### src/rtl/gpio_int_if.sv
// Register-file side of the GPIO interrupt detector: configuration in,
// synchronized pin state, pending flags and interrupt request out.
interface gpio_int_if #(
    parameter int WIDTH = 16
);
    logic [WIDTH-1:0] rf_gpio_tristate;
    logic [WIDTH-1:0] rf_gpio_interrupt_mask;
    logic             int_clr;
    logic [WIDTH-1:0] int_clr_bits;
    logic [WIDTH-1:0] ro_gpio_pinstate;
    logic [WIDTH-1:0] int_pending;
    logic             irq;

    modport master (
        output rf_gpio_tristate,
        output rf_gpio_interrupt_mask,
        output int_clr,
        output int_clr_bits,
        input  ro_gpio_pinstate,
        input  int_pending,
        input  irq
    );

    modport slave (
        input  rf_gpio_tristate,
        input  rf_gpio_interrupt_mask,
        input  int_clr,
        input  int_clr_bits,
        output ro_gpio_pinstate,
        output int_pending,
        output irq
    );
endinterface

### src/rtl/gpio_int_detect.sv
// GPIO pin synchronizer and any-edge interrupt detector with sticky
// per-pin pending flags and a registered interrupt request.
//
// state      | meaning
// RESET_HOLD | reset asserted; detection disabled
// WARMUP     | synchronizer filling; warm_cnt counts down to 0
// ARMED      | qualified edges set pending bits (terminal until reset)
module gpio_int_detect #(
    parameter int WIDTH       = 16,
    parameter int SYNC_STAGES = 2
) (
    input  logic             clk,
    input  logic             reset,
    input  logic [WIDTH-1:0] gpio_pin_in,
    gpio_int_if.slave        bus
);

    localparam int CNT_W = $clog2(SYNC_STAGES + 1);

    typedef enum logic [1:0] {
        RESET_HOLD,
        WARMUP,
        ARMED
    } arm_state_t;

    arm_state_t                        state;
    logic [CNT_W-1:0]                  warm_cnt;
    logic                              armed;

    logic [SYNC_STAGES-1:0][WIDTH-1:0] sync_q;
    logic [WIDTH-1:0]                  pin_sync;
    logic [WIDTH-1:0]                  prev_q;
    logic [WIDTH-1:0]                  edge_raw;
    logic [WIDTH-1:0]                  qedge;
    logic [WIDTH-1:0]                  clr_sel;
    logic [WIDTH-1:0]                  pending_q;
    logic                              irq_q;

    generate
        if (SYNC_STAGES < 2) begin : g_bad_sync
            $error("gpio_int_detect: SYNC_STAGES must be at least 2");
        end
    endgenerate

    // sync_q[0] takes the raw pad level; the last stage is the usable value
    always_ff @(posedge clk) begin
        if (reset) begin
            sync_q <= '0;
        end else begin
            sync_q <= {sync_q[SYNC_STAGES-2:0], gpio_pin_in};
        end
    end

    assign pin_sync = sync_q[SYNC_STAGES-1];
    assign edge_raw = pin_sync ^ prev_q;
    assign qedge    = armed ? (edge_raw & bus.rf_gpio_tristate & bus.rf_gpio_interrupt_mask)
                            : '0;
    assign clr_sel  = bus.int_clr ? bus.int_clr_bits : '0;

    // Set is OR-ed in after the clear so a simultaneous set wins
    always_ff @(posedge clk) begin
        if (reset) begin
            prev_q    <= '0;
            pending_q <= '0;
            irq_q     <= 1'b0;
        end else begin
            prev_q    <= pin_sync;
            pending_q <= (pending_q & ~clr_sel) | qedge;
            irq_q     <= |(pending_q & bus.rf_gpio_interrupt_mask);
        end
    end

    always_ff @(posedge clk) begin
        if (reset) begin
            state    <= RESET_HOLD;
            warm_cnt <= '0;
            armed    <= 1'b0;
        end else begin
            case (state)
                RESET_HOLD: begin
                    state    <= WARMUP;
                    warm_cnt <= CNT_W'(SYNC_STAGES);
                    armed    <= 1'b0;
                end
                WARMUP: begin
                    if (warm_cnt == '0) begin
                        state <= ARMED;
                        armed <= 1'b1;
                    end else begin
                        warm_cnt <= warm_cnt - CNT_W'(1);
                    end
                end
                ARMED: begin
                    armed <= 1'b1;
                end
                default: begin
                    state    <= RESET_HOLD;
                    warm_cnt <= '0;
                    armed    <= 1'b0;
                end
            endcase
        end
    end

    assign bus.ro_gpio_pinstate = pin_sync;
    assign bus.int_pending      = pending_q;
    assign bus.irq              = irq_q;

endmodule
### src/flat_wrapper.sv
// flat-port wrapper written by rule: the top's interface ports become plain ports
module gpio_int_detect_flat 
#(
    parameter int WIDTH       = 16,
    parameter int SYNC_STAGES = 2
)
  (clk, reset, gpio_pin_in, bus_rf_gpio_tristate, bus_rf_gpio_interrupt_mask, bus_int_clr, bus_int_clr_bits, bus_ro_gpio_pinstate, bus_int_pending, bus_irq);
  gpio_int_if #(.WIDTH(WIDTH)) bus_i ();
  input  logic clk;
  input  logic reset;
  input  logic [WIDTH-1:0] gpio_pin_in;
  input wire logic [$bits(bus_i.rf_gpio_tristate)-1:0] bus_rf_gpio_tristate;
  input wire logic [$bits(bus_i.rf_gpio_interrupt_mask)-1:0] bus_rf_gpio_interrupt_mask;
  input wire logic [$bits(bus_i.int_clr)-1:0] bus_int_clr;
  input wire logic [$bits(bus_i.int_clr_bits)-1:0] bus_int_clr_bits;
  output wire logic [$bits(bus_i.ro_gpio_pinstate)-1:0] bus_ro_gpio_pinstate;
  output wire logic [$bits(bus_i.int_pending)-1:0] bus_int_pending;
  output wire logic [$bits(bus_i.irq)-1:0] bus_irq;
  assign bus_i.rf_gpio_tristate = bus_rf_gpio_tristate;
  assign bus_i.rf_gpio_interrupt_mask = bus_rf_gpio_interrupt_mask;
  assign bus_i.int_clr = bus_int_clr;
  assign bus_i.int_clr_bits = bus_int_clr_bits;
  assign bus_ro_gpio_pinstate = bus_i.ro_gpio_pinstate;
  assign bus_int_pending = bus_i.int_pending;
  assign bus_irq = bus_i.irq;
  gpio_int_detect #(.WIDTH(WIDTH), .SYNC_STAGES(SYNC_STAGES)) u_core (.clk(clk), .reset(reset), .gpio_pin_in(gpio_pin_in), .bus(bus_i));
endmodule
### config.mk
export PLATFORM = sky130hd
export DESIGN_NAME = gpio_int_detect_flat
export DESIGN_NICKNAME = d
export VERILOG_FILES = /design/src/rtl/gpio_int_if.sv /design/src/rtl/gpio_int_detect.sv /design/src/flat_wrapper.sv
export SDC_FILE = /design/constraint.sdc
export NUM_CORES = 1
export LEC_CHECK = 0
export BUFFER_PORTS_ARGS = -buffer_cell sky130_fd_sc_hd__buf_2
export CELL_PAD_IN_SITES_DETAIL_PLACEMENT = 1
export CELL_PAD_IN_SITES_GLOBAL_PLACEMENT = 1
export CORE_MARGIN = 3
export CORE_UTILIZATION = 35
export DETAILED_ROUTE_END_ITERATION = 8
export GPL_TIMING_DRIVEN = 1
export PLACE_DENSITY_LB_ADDON = 0.1
export SETUP_SLACK_MARGIN = 0.4
export SLEW_MARGIN = 20
export SYNTH_ARGS = -nofsm -noshare
export SYNTH_HDL_FRONTEND = slang
export SYNTH_SLANG_ARGS = --single-unit
### constraint.sdc
create_clock -name clk -period 1.7 [get_ports clk]
set_input_delay 0.17 -clock clk [delete_from_list [all_inputs] [get_ports clk]]
set_output_delay 0.17 -clock clk [all_outputs]
set_load 0.03 [all_outputs]
==> metrics, run 1 <==
outcome=completed; transition time of the tightest slew-check pin=just under 0.4 ns; clock buffers created by TritonCTS=9; count of max-cap constraint violations=0; deepest clock path buffer count=2; die extent in x=92.3 um; later-pin clock latency in the skew report=between 0.3 and 0.4 ns; clock input transition at the sequential cells of the worst setup and hold paths=~0.080 ns; number of synthesized register bits=70; pins over their slew limit=0; final weighted congestion in routability-driven placement=0.798; data required time of the critical path=1.93 ns; startpoint types=register; CTS H-Tree Depth=3; setup TNS=0 ns; Starting Density=a little under two fifths; die area=about 0.0085 mm^2; number of nets in the synthesized netlist=roughly 330; all-layer global routing usage=14.3%; RSZ-0062 raised after global routing=true; post-synth design cell area=0.00260 mm^2; overall power consumption=3840 uW; synthesis-to-layout area growth=26.8%; total overflow reported by the global router=0; via count=~2.0k; sequential share of the synthesized area=between 50% and 60%; total number of nets in the final design=between 400 and 500; cell type with the highest aggregate area in the netlist=dfxtp_1; number of endpoints with negative hold slack in the final report=0; total instance count after detailed placement=between 400 and 500; top post-synthesis cells by area=dfxtp_1 54%, nor2b_1 7.7%, xor2_1 5.4%; net switching component of the power=1100 uW; detailed router's first-iteration violation count=43; count of unresolved DRC violations after routing=0; initial antenna violation count=0; Post-Syn Area per Cell=9.98 um^2; capturing element type of the critical path=register; Initial DRT Pass Iterations=4; vias in the first global route=~2k; ratio of cells with drive above 1 in the final layout=between 30 and 40%; Final Setup Violations=0; Clock power frac=roughly a third; total power divided by cell area=1160 mW/mm^2; Arrival @ worst endpoint=1.49 ns; list of most frequent post-synthesis cells=70 x dfxtp_1, 32 x nand2_1, 32 x nor2b_1; final critical-path required period=about 1.3 ns; total leakage power=0.00160 uW; CTS tree=done; share of flip-flops with an asynchronous set or reset=0%; CORE AREA=roughly 0.007 mm^2; clock skew=around 0.0083 ns; die span in y=92.3 um; Finished Layout Cells=approximately 450; library cell used as clock root buffer=clkbuf_8; most frequently used cell type in the post-synthesis netlist=dfxtp_1; row count=30; Max FO, Critical Path=3; crit path kind=register to register; count of different cell masters after synthesis=25; proportion of power drawn by flip-flops and latches=approximately 50%; Clock Sinks=70; number of routed nets with antenna violations=0; Min-Delay Path Class=primary input to register; average detailed-routed wire length per instance=about 13 um; Mapped Cells=roughly 260; most used flip-flop cell after synthesis=dfxtp_1; via-per-instance ratio=around 4.4; number of diodes added for antenna fixing=0; maximum vdd drop=between 600 and 700 uV; post-detailed-routing wire length=roughly 6000 um; internal power of the cells=around 2700 uW; wire length of the first global-routing pass=between 9000 and 10000 um; quantity of I/O buffers inserted on ports=between 90 and 100; number of enable-type register cells in the synthesized netlist=0; maximum number of pins on one net before global-route repair=53; post-detailed-placement half-perimeter wirelength=around 4500 um; period utilization=73.9%; Worst slew margin=between 70 and 80%; R2R depth=6; cell depth of the worst min-delay path=2; top-level I/O count=100; top-area cell type share of the netlist area=53.8%; switch share=between 20% and 30%; fmax=just under 800 MHz; combinational share of power=approximately 16%; number of warnings reported in the yosys synthesis log=0
metrics by stage:
stage	area [um^2]	worst slack, ns	util [%]	hold WS [ns]
global placement	3070	0.431	43.8	0.374
floorplan	2610	0.490	-	0.295
CTS	3280	0.414	46.7	0.0134
finish	3300	0.444	47.1	0.0307
global route	3300	0.375	47.1	0.00832
detailed placement	3070	0.382	43.8	0.381
placed cells by master, fill, tap and decap left out, types with 3 or more instances in the layout:
master      count
a21oi_1        17
a221oi_1        3
a22o_1          3
and2b_1        16
buf_2          99
clkbuf_8        9
clkinvlp_4      3
dfxtp_1        66
dfxtp_2         3
inv_1           5
inv_6           3
mux2i_1         3
nand2_1        32
nand4_1        16
nor2_1          5
nor2b_1        32
xor2_1         16
critical path, cell delays in order (launching register included):
cell and delay [ns]:
dfxtp_2 0.34, inv_1 0.16, ha_4 0.19, nand2b_4 0.06, and2b_2 0.21, mux2i_1 0.15, nor2_1 0.05
registers in the layout, summed over array words and instances, names as in the netlist:
signal                       count
u_core.bus.ro_gpio_pinstate     16
u_core.bus.irq                   1
u_core.state                     2
u_core.warm_cnt                  2
u_core.bus.int_pending          16
u_core.sync_q                   16
u_core.armed                     1
u_core.prev_q                   16
routing by layer:
layer / global-route usage, % / share of wire, % / wire length (um) / up-vias
met3: 4.51 / 7.0 / 415 / 10
met2: 21.2 / 43 / 2580 / 62
met5: 0 / 0 / 0 / -
met1: 18.8 / 48 / 2850 / 895
met4: 6.68 / 1.8 / 107 / 0
li1: - / - / - / 1011
what timing repair did:
action / in CTS / in global routing
resized for setup: 2 / 8
setup buffers: 0 / 0
hold buffers: 0 / 0
setup endpoints to repair: 2 / 4
pin swaps: 0 / 0
kinds of logic (layout without fill, tap and decap cells):
logic type / after synthesis / after routing / synth area share, %
AOI/OAI and AO/OA: 29 / 29 / 7.16
xor gates and xnor gates: 16 / 16 / 5.38
adders and majority gates: 5 / 5 / 2.40
buffers and inverters: 33 / 122 / 7.40
DFF: 70 / 70 / 53.8
muxes: 3 / 3 / 1.15
and+or+nand+nor: 105 / 105 / 22.7
power groups by stage:
stage	Clock [uW]	Sequential, uW	Combinational, uW
after floorplan	0	1850	454
after global placement	0	1900	568
after detailed placement	0	1910	581
after CTS	1400	1870	589
after global routing	1470	1910	693
final	1350	1890	607
layout make-up:
cell class	count	area, um^2
clock buffer	9	124
inverter	5	18.8
tap	96	120
timing repair buffer	101	523
clock inverter	7	78.8
fill	848	3720
multi-input combinational	158	1030
sequential	70	1410
worst paths after layout:
path / to / slack (ns) / startpoint
max: u_core.state[0]$_SDFFE_PP0P_ / 0.44 / u_core.state[1]$_SDFFE_PP0P_
min reg2reg: u_core.bus.ro_gpio_pinstate[4]$_SDFF_PP0_ / 0.44 / u_core.sync_q[4]$_SDFF_PP0_
min: u_core.sync_q[1]$_SDFF_PP0_ / 0.03 / gpio_pin_in[1]
max reg2reg: u_core.state[0]$_SDFFE_PP0P_ / 0.44 / u_core.state[1]$_SDFFE_PP0P_
Note: power is estimated with default switching activity, not from simulation.
==> inputs of run 2 (changes only) <==
Settings changed: CORE_UTILIZATION 35 to 32.
Clock period 1.7 ns to 1 ns, I/O delays scaled along.
==> run 2 against run 1 <==
Effect of this change: the flow now finishes with violations (negative hold slack, negative setup slack); maximum frequency increased by 5.4%; first-iteration DRC count shrank 47%; sequential share of layout area shrank 5.8 points; global-route usage is 0.76 points higher; core utilization is 4.4 points higher; clock power is 93% higher; critical path depth did not move; sequential power up 67%; non-clock buffer count up 25; critical path type unchanged; critical endpoint unchanged.
==> metrics, run 2 (synthesis results as in run 1) <==
library cell used as clock root buffer=clkbuf_8; die span in y=96.2 um (+4.3%); average detailed-routed wire length per instance=14.3 um (+7.4%); via-per-instance ratio=4.38 (-1.3%); ratio of cells with drive above 1 in the final layout=55.5% (+19 points); transition time of the tightest slew-check pin=0.361 ns (-0.0251 ns); clock buffers created by TritonCTS=9 (unchanged); violations in the final reports=negative hold slack, negative setup slack; total number of nets in the final design=442 (+6.0%); quantity of I/O buffers inserted on ports=99 (unchanged); cell area after placement=0.00328 mm^2 (+6.6%); deepest clock path buffer count=2 (unchanged); Clock Sinks=70 (unchanged); CORE AREA=0.00781 mm^2 (+11%); final critical-path required period=1.19 ns (-0.0647 ns); commonest cells after routing, fill and taps aside=66 x buf_2, 46 x buf_6, 32 x nand2_1, 30 x nor2b_1, 30 x dfxtp_1; Worst slew margin=75.9% (+1.7 points); smallest setup slack after layout=-0.192 ns (-0.635 ns); data required time of the critical path=1.23 ns (-0.70 ns); Min-Delay Path Class=primary input to register; CTS tree=done; Layout Cell Area excl Fill=0.00402 mm^2 (+22%); most common library cell in the layout ignoring fill and taps=buf_2; die extent in x=96.2 um (+4.3%); Finished Layout Cells=477 (+7.0%); pins over their slew limit=0 (unchanged); later-pin clock latency in the skew report=0.33 ns (about the same); Final Setup Violations=7 (+7); number of endpoints with negative hold slack in the final report=15 (+15); outcome=finished with violations; total instance count after detailed placement=451 (+4.9%); post-detailed-routing wire length=6830 um (+15%); count of unresolved DRC violations after routing=0 (unchanged); final weighted congestion in routability-driven placement=0.727 (-8.8%); total power divided by cell area=1880 mW/mm^2 (+62%); clock skew=0.00637 ns (-0.00191 ns); period utilization=119% (+45 points); capturing element type of the critical path=register; Initial DRT Pass Iterations=4 (unchanged); Max FO, Critical Path=2 (-1); setup TNS=-1.01 ns (-1.01 ns); post-route worst hold slack=-0.0365 ns (-0.0672 ns); die area=0.00926 mm^2 (+8.8%); count of max-cap constraint violations=0 (unchanged); startpoint types=register; number of routed nets with antenna violations=0 (unchanged); Starting Density=33.4% (-3.7 points); fmax=839 MHz (+5.4%); CTS H-Tree Depth=3 (unchanged); row count=32 (+6.7%); top-level I/O count=100 (unchanged); maximum vdd drop=1020 uV (+67%); number of diodes added for antenna fixing=0 (unchanged); crit path kind=register to register; post-detailed-placement half-perimeter wirelength=4890 um (+9.6%); via count=2088 (+5.6%); synthesis-to-layout area growth=54.1%; all-layer global routing usage=15.0% (+0.76 points); wire length of the first global-routing pass=10400 um (+10%); maximum number of pins on one net before global-route repair=37 (-30%); initial antenna violation count=1 (+1); detailed router's first-iteration violation count=23 (-47%); total overflow reported by the global router=0 (unchanged); RSZ-0062 raised after global routing=true; total leakage power=0.00182 uW (+14%); vias in the first global route=2173 (+8.9%); final core utilization=51.4% (+4.4 points); Arrival @ worst endpoint=1.42 ns (-0.07 ns); clock input transition at the sequential cells of the worst setup and hold paths=0.08 ns (about the same)
[run 2: changes by cell type in the layout (fill, tap and decap cells not counted), moves of 10 or more]
| cell | delta |
|---|---|
| dfxtp_4 | +10 |
| dfxtp_1 | -36 |
| dfxtp_2 | +26 |
| buf_2 | -33 |
| buf_4 | +10 |
| buf_6 | +46 |
[run 2: path summary, 6_finish.rpt]
check                                                startpoint                                         end  slack (ns)  depth (start not counted)
worst max-delay path            u_core.warm_cnt[1]$_SDFFE_PP0P_                u_core.state[0]$_SDFFE_PP0P_       -0.19                          6
worst min-delay path                             gpio_pin_in[1]                 u_core.sync_q[1]$_SDFF_PP0_       -0.04                          2
worst max register to register  u_core.warm_cnt[1]$_SDFFE_PP0P_                u_core.state[0]$_SDFFE_PP0P_       -0.19                          6
worst min register to register     u_core.sync_q[10]$_SDFF_PP0_  u_core.bus.ro_gpio_pinstate[10]$_SDFF_PP0_        0.44                          1
[run 2: routing by layer]
| layer | vias up | share of wire, % | global-route usage (%) | wire length (um) |
|---|---|---|---|---|
| li1 | 1053 | - | - | - |
| met1 | 962 | 43 | 17.4 | 2940 |
| met2 | 60 | 49 | 25.6 | 3320 |
| met3 | 11 | 6.7 | 4.14 | 460 |
| met4 | 2 | 1.6 | 6.75 | 108 |
| met5 | - | 0.16 | 0 | 11 |
[run 2: final cells by class]
type                            instances  area [um^2]
Clock buffer                           11          151
Fill cell                             866         3790
Timing Repair Buffer                  126          991
Clock inverter                          5         81.3
Tap cell                              102          128
Inverter                                5         23.8
Sequential cell                        70         1480
Multi-Input combinational cell        158         1160
[run 2: timing repair]
action / in CTS / in global routing
endpoints found under the hold margin: 16 / 14
pin swaps: 15 / 16
resized for setup: 113 / 20
setup buffers: 7 / 3
endpoints found under the setup margin: 56 / 62
[run 2: metrics by stage]
stage          worst slack (ns)  power [uW]
2_1_floorplan            -0.142        4090
3_3_place_gp             -0.180        4560
3_5_place_dp             -0.231        4620
4_1_cts                  -0.211        7510
5_1_grt                  -0.254        7930
6_report                 -0.192        7540
[run 2: power by group]
group / internal (uW) / switching, uW
clock network: 1540 / 1060
registers: 2990 / 162
logic: 942 / 847
[run 2: critical path, stage by stage, from the launching register on]
cell      delay (ns)
dfxtp_2         0.33
inv_2           0.05
ha_4            0.15
nand2b_4        0.13
and2b_2         0.21
mux2i_1         0.15
nor2_1          0.06
==> inputs of run 3 (changes only) <==
Settings changed: CELL_PAD_IN_SITES_DETAIL_PLACEMENT 1 to 2, CELL_PAD_IN_SITES_GLOBAL_PLACEMENT 1 to 2, CORE_UTILIZATION 32 to 25.
==> run 3 against run 2 <==
Effect of this change: the run still ends with negative hold slack, negative setup slack left; sequential power barely moved; first-iteration DRC count is 130% higher; critical path depth stayed put; wire length increased by 15%; die area increased by 26%; clock skew grew 0.0026 ns; critical endpoint unchanged; highest routed layer is now met4.
==> metrics, run 3 (synthesis results as in run 1) <==
outcome=finished with violations; violations in the final reports=negative hold slack, negative setup slack; worst hold path startpoint=gpio_pin_in[1]; CTS tree=done; top-level I/O count=100 (unchanged); transition time of the tightest slew-check pin=0.383 ns (+0.0223 ns); Initial DRT Pass Iterations=3 (-1); vias in the first global route=2310 (+6.3%); later-pin clock latency in the skew report=0.35 ns (+0.02 ns); quantity of I/O buffers inserted on ports=99 (unchanged); number of endpoints with negative hold slack in the final report=15 (unchanged); all-layer global routing usage=13.4% (-1.6 points); RSZ-0062 raised after global routing=true; maximum number of pins on one net before global-route repair=44 (+19%); register-to-register path setup slack=-0.22 ns (-0.03 ns); total number of nets in the final design=450 (+1.8%); post-route worst hold slack=-0.0438 ns (-0.00728 ns); period utilization=122% (+3.1 points); final core utilization=41.5% (-9.9 points); clock input transition at the sequential cells of the worst setup and hold paths=0.08 ns (about the same); Final Setup Violations=16 (+9); deepest clock path buffer count=2 (unchanged); Slowest-stage cell, CP=dfxtp_2; clock skew=0.00893 ns (+0.00256 ns); count of unresolved DRC violations after routing=0 (unchanged); overall power consumption=7070 uW (-6.3%); R2R depth=6 (unchanged); synthesis-to-layout area growth=58.5%; detailed router's first-iteration violation count=54 (+130%); crit path kind=register to register; count of max-cap constraint violations=0 (unchanged); total power divided by cell area=1710 mW/mm^2 (-8.9%); Arrival @ worst endpoint=1.45 ns (+0.03 ns); total overflow reported by the global router=0 (unchanged); initial antenna violation count=0 (-1); library cell used as clock root buffer=clkbuf_8; Buf+Inv Stages, Crit Path=1 (unchanged); CTS H-Tree Depth=3 (unchanged); critical register-to-register path endpoint=u_core.state[0]$_SDFFE_PP0P_; total leakage power=0.00185 uW (+1.5%); average detailed-routed wire length per instance=15.3 um (+6.7%); post-detailed-placement half-perimeter wirelength=5550 um (+14%); fmax=818 MHz (-2.5%); filler instances=1121 (+29%); die span in y=108 um (+12%); post-detailed-routing wire length=7890 um (+15%); via-per-instance ratio=4.22 (-3.5%); startpoint types=register; end point of the worst hold path=u_core.sync_q[1]$_SDFF_PP0_; wire length of the first global-routing pass=11900 um (+14%); number of routed nets with antenna violations=0 (unchanged); Clock Sinks=70 (unchanged); ratio of cells with drive above 1 in the final layout=56.9% (+1.5 points); smallest setup slack after layout=-0.222 ns (-0.0308 ns); slowest cell delay on critical path=0.34 ns (about the same); Worst slew margin=74.5% (-1.5 points); pins over their slew limit=0 (unchanged); final weighted congestion in routability-driven placement=0.704 (-3.2%); category of cells accounting for the largest share of critical-path delay=simple AND/OR/NAND/NOR gates; final critical-path required period=1.22 ns (+0.0308 ns); launch point of the worst reg-to-reg path=u_core.warm_cnt[0]$_SDFFE_PP0P_; CORE AREA=0.00995 mm^2 (+28%); clock buffers created by TritonCTS=9 (unchanged); die extent in x=108 um (+12%); cell depth of the worst min-delay path=2 (unchanged); cell-by-cell listing of the critical path=inv_2 > ha_4 > nand2b_4 > and2b_2 > mux2i_1 > nor2_1; commonest cells after routing, fill and taps aside=66 x buf_2, 49 x buf_6, 32 x nand2_1, 31 x nor2b_1, 29 x dfxtp_1; setup TNS=-1.16 ns (-0.150 ns); die area=0.0117 mm^2 (+26%); most common library cell in the layout ignoring fill and taps=buf_2; Max FO, Critical Path=3 (+1); Starting Density=26.2% (-7.2 points); row count=36 (+13%); via count=2180 (+4.4%); capturing element type of the critical path=register; maximum vdd drop=693 uV (-32%); number of diodes added for antenna fixing=0 (unchanged); data required time of the critical path=1.23 ns (about the same); Min-Delay Path Class=primary input to register
run 3: cell types whose count changed in the layout (fill, tap and decap cells not counted), sizes merged:
cell / previous run / this run
bufinv: 2 / 0
inv: 5 / 8
dlygate4sd3: 0 / 1
clkinv: 2 / 3
buf: 126 / 132
clkbuf: 11 / 10
run 3: worst max-delay path by stage:
stage | slack (ns) | from | to | cells past startpoint
6_report | -0.22 | u_core.warm_cnt[0]$_SDFFE_PP0P_ | u_core.state[0]$_SDFFE_PP0P_ | 6
5_1_grt | -0.26 | u_core.warm_cnt[0]$_SDFFE_PP0P_ | u_core.state[0]$_SDFFE_PP0P_ | 6
4_1_cts | -0.21 | u_core.warm_cnt[0]$_SDFFE_PP0P_ | u_core.state[0]$_SDFFE_PP0P_ | 6
3_5_place_dp | -0.24 | u_core.warm_cnt[1]$_SDFFE_PP0P_ | u_core.state[0]$_SDFFE_PP0P_ | 6
3_3_place_gp | -0.18 | u_core.warm_cnt[1]$_SDFFE_PP0P_ | u_core.state[1]$_SDFFE_PP0P_ | 6
2_1_floorplan | -0.14 | u_core.warm_cnt[1]$_SDFFE_PP0P_ | u_core.state[1]$_SDFFE_PP0P_ | 6
run 3: cell type report:
class,instances,area (um^2),area share (%)
Multi-Input combinational cell,158,1210,29.3
Timing Repair Buffer,134,1070,25.9
Clock inverter,7,46.3,1.12
Tap cell,133,166,4.03
Inverter,5,23.8,0.576
Clock buffer,9,124,3.00
Sequential cell,70,1490,36.0
run 3: timing repair:
| item | 4_1_cts | 5_1_grt |
|---|---|---|
| pin swaps | 14 | 18 |
| gates resized for setup | 121 | 22 |
| cloned | 0 | 1 |
| setup endpoints to repair | 57 | 63 |
| hold endpoints to repair | 19 | 16 |
| setup buffers | 5 | 4 |
run 3: layer usage:
layer / part of all wire, % / wire, um / track usage (%)
met1: 41 / 3260 / 15.8
met2: 52 / 4110 / 23.2
met3: 5.6 / 439 / 4.54
met4: 1.0 / 81 / 3.61
met5: 0 / 0 / 0
run 3: power breakdown:
part           switching (uW)  leakage (uW)  internal [uW]  total, uW
sequential                185      0.000596           2990       3180
clock                    1150     0.0000901            905       2050
combinational             862       0.00116            974       1840
total                    2190       0.00185           4870       7070
run 3: per-stage QoR:
| step | hold slack (ns) | cells | area (um^2) | worst slack, ns |
|---|---|---|---|---|
| floorplan | 0.225 | 261 | 2710 | -0.142 |
| global placement | 0.304 | 489 | 3360 | -0.180 |
| detailed placement | 0.311 | 489 | 3360 | -0.240 |
| CTS | -0.0589 | 510 | 3970 | -0.214 |
| global route | -0.0620 | 516 | 4130 | -0.263 |
| finish | -0.0438 | 516 | 4130 | -0.222 |
run 3: worst reg2reg max path: stages, from the launching register on:
cell and delay (ns):
dfxtp_2 0.34, inv_2 0.05, ha_4 0.15, nand2b_4 0.13, and2b_2 0.22, mux2i_1 0.17, nor2_1 0.05
